[src/rtl/pipe_hazard_ctrl.sv]
// Decode-stage hazard and forwarding controller: per-operand forward selects,
// multi-cycle load-use stalls, multi-cycle branch flushes and saturating event counters.
module pipe_hazard_ctrl #(
    parameter int unsigned AW           = 5,
    parameter int unsigned FWD_STAGES   = 3,
    parameter int unsigned LOAD_STALL   = 1,
    parameter int unsigned FLUSH_CYCLES = 1,
    parameter int unsigned SELW         = $clog2(FWD_STAGES + 1)
) (
    input  logic                       clk,
    input  logic                       rst,
    input  logic [AW-1:0]              id_rs1,
    input  logic [AW-1:0]              id_rs2,
    input  logic                       id_use_rs1,
    input  logic                       id_use_rs2,
    input  logic [FWD_STAGES*AW-1:0]   st_rd,
    input  logic [FWD_STAGES-1:0]      st_wr,
    input  logic [FWD_STAGES-1:0]      st_load,
    input  logic                       br_taken,
    output logic [SELW-1:0]            fwd_sel_a,
    output logic [SELW-1:0]            fwd_sel_b,
    output logic                       stall,
    output logic                       flush,
    output logic [15:0]                stall_cnt,
    output logic [15:0]                flush_cnt
);

    typedef enum logic [1:0] {
        IDLE  = 2'd0,
        STALL = 2'd1,
        FLUSH = 2'd2
    } state_t;

    localparam logic [1:0] STALL_INIT = 2'((LOAD_STALL > 1) ? LOAD_STALL - 2 : 0);
    localparam logic [1:0] FLUSH_INIT = 2'((FLUSH_CYCLES > 1) ? FLUSH_CYCLES - 2 : 0);

    state_t          state;
    logic [1:0]      cnt;
    logic [SELW-1:0] sel_a;
    logic [SELW-1:0] sel_b;
    logic            hit_a;
    logic            hit_b;
    logic            load_a;
    logic            load_b;
    logic            hazard;

    // Ascending scan with a first-hit guard so the youngest producer wins.
    always_comb begin
        sel_a  = '0;
        sel_b  = '0;
        hit_a  = 1'b0;
        hit_b  = 1'b0;
        load_a = 1'b0;
        load_b = 1'b0;
        for (int unsigned k = 0; k < FWD_STAGES; k++) begin
            if (!hit_a && id_use_rs1 && (id_rs1 != '0) && st_wr[k]
                && (st_rd[k*AW +: AW] == id_rs1)) begin
                hit_a  = 1'b1;
                sel_a  = SELW'(k + 1);
                load_a = st_load[k];
            end
            if (!hit_b && id_use_rs2 && (id_rs2 != '0) && st_wr[k]
                && (st_rd[k*AW +: AW] == id_rs2)) begin
                hit_b  = 1'b1;
                sel_b  = SELW'(k + 1);
                load_b = st_load[k];
            end
        end
        hazard = load_a | load_b;
    end

    always_comb begin
        fwd_sel_a = rst ? '0 : sel_a;
        fwd_sel_b = rst ? '0 : sel_b;
        stall     = !rst && ((state == STALL) || ((state == IDLE) && hazard));
        flush     = !rst && ((state == FLUSH) || ((state == IDLE) && !hazard && br_taken));
    end

    always_ff @(posedge clk) begin
        if (rst) begin
            state     <= IDLE;
            cnt       <= '0;
            stall_cnt <= '0;
            flush_cnt <= '0;
        end else begin
            case (state)
                IDLE: begin
                    if (hazard) begin
                        if (LOAD_STALL > 1) begin
                            state <= STALL;
                            cnt   <= STALL_INIT;
                        end
                    end else if (br_taken && (FLUSH_CYCLES > 1)) begin
                        state <= FLUSH;
                        cnt   <= FLUSH_INIT;
                    end
                end
                STALL, FLUSH: begin
                    if (cnt == '0) begin
                        state <= IDLE;
                    end else begin
                        cnt <= cnt - 2'd1;
                    end
                end
                default: state <= IDLE;
            endcase
            if (stall && (stall_cnt != '1)) begin
                stall_cnt <= stall_cnt + 16'd1;
            end
            if (flush && (flush_cnt != '1)) begin
                flush_cnt <= flush_cnt + 16'd1;
            end
        end
    end

endmodule

[config.mk]
export PLATFORM = sky130hd
export DESIGN_NAME = pipe_hazard_ctrl
export DESIGN_NICKNAME = d
export VERILOG_FILES = /design/src/rtl/pipe_hazard_ctrl.sv
export SDC_FILE = /design/constraint.sdc
export NUM_CORES = 1
export LEC_CHECK = 0
export ABC_AREA = 1
export ABC_CLOCK_PERIOD_IN_PS = 2200
export CAP_MARGIN = 20
export CORE_MARGIN = 1.5
export CORE_UTILIZATION = 49
export DETAILED_ROUTE_END_ITERATION = 10
export PLACE_DENSITY = 0.85
export SKIP_CTS_REPAIR_TIMING = 1
export SYNTH_ARGS = -nofsm -noshare
export SYNTH_HDL_FRONTEND = slang
export SYNTH_SLANG_ARGS = --single-unit
[constraint.sdc]
create_clock -name clk -period 2.2 [get_ports clk]
set_input_delay 0.33 -clock clk [delete_from_list [all_inputs] [get_ports clk]]
set_output_delay 0.33 -clock clk [all_outputs]
set_load 0.02 [all_outputs]
==> impl_table.tex <==
\begin{tabular}{lr}
\hline
Metric & Value \\
\hline
\multicolumn{2}{l}{\textbf{Setup path}} \\
\quad Critical Path Max Stage Delay & 440 ps \\
\quad Maximum fanout encountered on the critical timing path & 3 \\
\quad Largest delay contributor family on the critical path & buffers and inverters \\
\quad Buffering stage count on the worst path with inverters included & 4 \\
\quad Cell Chain, Critical Path & clkdlybuf4s50\_1 -> inv\_1 -> o21ai\_1 -> nor2\_1 -> nand3\_1 -> nor2\_4 -> nand2\_2 -> buf\_4 -> a21oi\_1 -> buf\_4 \\
\quad Kind of capture point of the worst setup path & output pin \\
\quad Setup crit start & st\_rd[11] \\
\quad Type of element launching the critical path & input port \\
\quad Worst path most repeated cell & sky130\_fd\_sc\_hd\_\_buf\_4 \\
\quad Critical Path RT & 1870 ps \\
\quad Signal arrival time at the worst endpoint & 1850 ps \\
\quad Slowest-stage cell, CP & sky130\_fd\_sc\_hd\_\_clkdlybuf4s50\_1 \\
\quad Class of the most critical setup path & in -> out \\
\quad Reg2Reg Launch Point & flush\_cnt[0] \\
\multicolumn{2}{l}{\textbf{Yosys}} \\
\quad Mapped Area & 2663 um\^{}2 \\
\quad Total number of yosys warnings & 0 \\
\quad Number of storage elements in the synthesis netlist & 32 \\
\quad Post-Synthesis Mean Instance Area & 6.149 um\^{}2 \\
\quad Count of distinct cell types in the synthesized netlist & 30 \\
\quad Sequential area share after synthesis & 0.2406 \\
\quad Syn Nets & 471 \\
\quad Number of instances in the synthesized netlist & 433 \\
\multicolumn{2}{l}{\textbf{Clock network}} \\
\quad Deepest level of the CTS H-tree & 2 \\
\quad Worst-path clk slew & 70 ps \\
\quad Sink count of the clock tree & 32 \\
\quad Number of buffers created by CTS & 5 \\
\quad Max clock buf depth & 2 \\
\quad CTS tree & done \\
\quad Clk Tree Root Cell & sky130\_fd\_sc\_hd\_\_clkbuf\_8 \\
\quad Latest clock arrival within the worst-skew pair & 300 ps \\
\multicolumn{2}{l}{\textbf{Final layout}} \\
\quad Most common library cell in the layout ignoring fill and taps & sky130\_fd\_sc\_hd\_\_nand2\_1 \\
\quad Area added between synthesis and finish & 43.56\% \\
\quad Commonest non-fill, non-tap cells in the layout & sky130\_fd\_sc\_hd\_\_nand2\_1, sky130\_fd\_sc\_hd\_\_nand3\_1, sky130\_fd\_sc\_hd\_\_clkdlybuf4s50\_1, sky130\_fd\_sc\_hd\_\_nor2\_1, sky130\_fd\_sc\_hd\_\_inv\_1 \\
\quad Count of inserted antenna diode cells & 0 \\
\quad Area of the multi-input gates & 1836 um\^{}2 \\
\quad Share of post-route cells with drive strength above 1 & 0.1928 \\
\quad Fillers & 424 \\
\quad Register cell area after layout & 640.6 um\^{}2 \\
\quad Final instance area & 3822 um\^{}2 \\
\quad Final-stage net count & 566 \\
\multicolumn{2}{l}{\textbf{STA}} \\
\quad Achievable clock frequency & 457.7 MHz \\
\quad Worst Tran Pin Value & 585.8 ps \\
\quad PnR worst setup slack & 15.31 ps \\
\quad Max Slew Vio Count & 0 \\
\quad Hold Fails Final Rpt & 0 \\
\quad Portion of the clock cycle consumed by the worst path in the final layout & 0.9930 \\
\quad Largest clock skew in the final design & 1.901 ps \\
\quad RSZ-0062 raised after global routing & yes \\
\quad Final min period & 2185 ps \\
\quad Setup-failing EPs final & 0 \\
\quad Slew Limit Headroom & 0.6095 \\
\multicolumn{2}{l}{\textbf{Floorplan}} \\
\quad DIE HEIGHT & 76.72 um \\
\quad Width of the die & 76.72 um \\
\quad Die area & 5885 um\^{}2 \\
\quad Num rows & 26 \\
\quad Core Region & 5172 um\^{}2 \\
\quad Ports & 74 \\
\quad Initial core utilization & 0.5148 \\
\multicolumn{2}{l}{\textbf{Drt}} \\
\quad Iter 0 DRT Violations & 159 \\
\quad Number of nets with antenna violations after routing & 0 \\
\quad Remaining design rule violation count & 0 \\
\quad Via density per instance & 5.200 \\
\quad Detailed-route via count & 3,115 \\
\quad 1st-pass router iterations & 5 \\
\quad Routed WL per cell & 13.12 um \\
\quad Overall routed net length & 7.859 mm \\
\multicolumn{2}{l}{\textbf{Hold path}} \\
\quad Worst Min Path Start & flush\_cnt[15] \\
\quad Worst Hold Class & reg -> reg \\
\multicolumn{2}{l}{\textbf{Place}} \\
\quad Port Buf Inserts & 73 \\
\quad RePlAce Congestion & 0.9335 \\
\quad Worst setup slack before clock tree synthesis & -645.6 ps \\
\quad Cell area reported after detailed placement & 3581 um\^{}2 \\
\quad Post-detailed-placement half-perimeter wirelength & 5.798 mm \\
\multicolumn{2}{l}{\textbf{Power and ir drop}} \\
\quad Net load switching power & 0.0004121 W \\
\quad Internal power of the cells & 0.001041 W \\
\quad Total power consumption of the routed design & 0.001453 W \\
\quad Leakage power of the design & 1.805 nW \\
\quad Share of total power in combinational logic & 0.195 \\
\quad Power per standard cell area & 380.2 nW/um\^{}2 \\
\quad Register share of total power & 0.404 \\
\quad Worst IR Drop VDD & 0.3272 mV \\
\quad Net switching share of the total power & 0.2835 \\
\quad Clock Power Share & 0.401 \\
\multicolumn{2}{l}{\textbf{Global route}} \\
\quad Antenna violations before repair & 0 \\
\quad Maximum number of pins on one net before global-route repair & 20 \\
\quad Total grt overflow & 0 \\
\quad Overall global routing resource usage & 0.2703 \\
\quad Global-route wire length before repair & 12.92 mm \\
\quad Number of global-route vias before repair & 2,816 \\
\multicolumn{2}{l}{\textbf{Outcome}} \\
\quad Result of the run & complete, no violations \\
\multicolumn{2}{l}{\textbf{Flow run}} \\
\quad Number of max-capacitance violations reported & 0 \\
\hline
\end{tabular}
[area by class of cell]
class	count	area share
Sequential cell	32	0.1676
Clock buffer	5	0.01800
Tap cell	70	0.02291
Multi-Input combinational cell	344	0.4802
Inverter	47	0.04615
Timing Repair Buffer	98	0.2540
Clock inverter	3	0.01113
[Yosys cell counts]
cell                         n  area share
sky130_fd_sc_hd__nand4_2     2      0.0094
sky130_fd_sc_hd__ha_1        2      0.0094
sky130_fd_sc_hd__nor4_1      4      0.0094
sky130_fd_sc_hd__nand2_4     1      0.0042
sky130_fd_sc_hd__dfxtp_1    32        0.24
sky130_fd_sc_hd__o21ai_0     3      0.0056
sky130_fd_sc_hd__nand3_1    50       0.094
sky130_fd_sc_hd__nand2_1   138        0.19
sky130_fd_sc_hd__o211ai_1    2      0.0056
sky130_fd_sc_hd__inv_2       9       0.013
sky130_fd_sc_hd__nor3b_1     1      0.0028
sky130_fd_sc_hd__a21oi_2     9       0.030
sky130_fd_sc_hd__xnor2_1    11       0.036
sky130_fd_sc_hd__nand3_2     3       0.011
sky130_fd_sc_hd__nand4_1     8       0.019
sky130_fd_sc_hd__nor3_1      7       0.013
sky130_fd_sc_hd__nand3b_1    2      0.0056
sky130_fd_sc_hd__nor2_8      1      0.0075
sky130_fd_sc_hd__xor2_1     16       0.053
sky130_fd_sc_hd__buf_8       1      0.0056
sky130_fd_sc_hd__clkbuf_1    4      0.0056
sky130_fd_sc_hd__buf_4       3      0.0085
sky130_fd_sc_hd__nor2_4      4       0.017
sky130_fd_sc_hd__buf_6       2      0.0085
sky130_fd_sc_hd__nand2_2    12       0.028
sky130_fd_sc_hd__nor2_2      2      0.0047
sky130_fd_sc_hd__o21ai_1     1      0.0019
sky130_fd_sc_hd__nor2_1     40       0.056
sky130_fd_sc_hd__a21oi_1    25       0.047
sky130_fd_sc_hd__inv_1      38       0.054
[registers in the layout, summed over array words and instances, names as in the netlist]
register	flops
flush_cnt	16
stall_cnt	16
[tightest hold or removal path: cells and delay by family (launching register included)]
family / cells / cell delay [ps]
flip-flops: 1 / 320
AND/OR/NAND/NOR: 1 / 70
AO/OA/AOI/OAI: 1 / 60
[kinds of logic (layout without fill, tap and decap cells)]
| logic type | Yosys count | in the layout | share of synthesized area |
|---|---|---|---|
| AND/OR/NAND/NOR | 275 | 275 | 0.4770 |
| buffers and inverters | 57 | 153 | 0.09445 |
| AO/OA/AOI/OAI | 40 | 40 | 0.08975 |
| flip-flops | 32 | 32 | 0.2406 |
| XOR/XNOR | 27 | 27 | 0.08881 |
| adder cells (fa/ha/maj) | 2 | 2 | 0.009397 |
[path summary, 6_finish.rpt]
kind / to / slack [ps] / depth (start not counted)
worst min register to register: flush_cnt[15] / 490 / 2
worst max-delay path: fwd_sel_b[1] / 20 / 10
worst min-delay path: flush_cnt[15] / 490 / 2
worst max register to register: flush_cnt[4] / 260 / 10
[metal layers]
layer | share of wire | wire length [um] | up-vias | GRT usage
met4 | 0.015 | 118 | 0 | 0.08333
met3 | 0.066 | 519 | 13 | 0.06310
met2 | 0.47 | 3724 | 118 | 0.4451
met5 | 0 | 0 | - | 0
li1 | - | - | 1583 | -
met1 | 0.44 | 3497 | 1401 | 0.3487
[power by group through the flow]
stage                     registers (W)  logic (W)  clock network [W]
after floorplan                0.000604   0.000133                  0
after global placement         0.000600   0.000270                  0
after detailed placement       0.000601   0.000272                  0
after CTS                      0.000587   0.000274           0.000582
after global routing           0.000588   0.000309           0.000613
final                          0.000587   0.000283           0.000583
[metrics by stage]
stage          hold WS [ps]  setup TNS [ps]  instances    util
2_1_floorplan         547.5               0        433       -
6_report              493.6               0        599  0.7390
3_5_place_dp          480.8          -13500        590  0.6923
5_1_grt               530.3          -81.13        599  0.7390
3_3_place_gp          467.6          -12790        590  0.6923
4_1_cts               492.2           -4731        598  0.7138
Note: power is estimated with default switching activity, not from simulation.
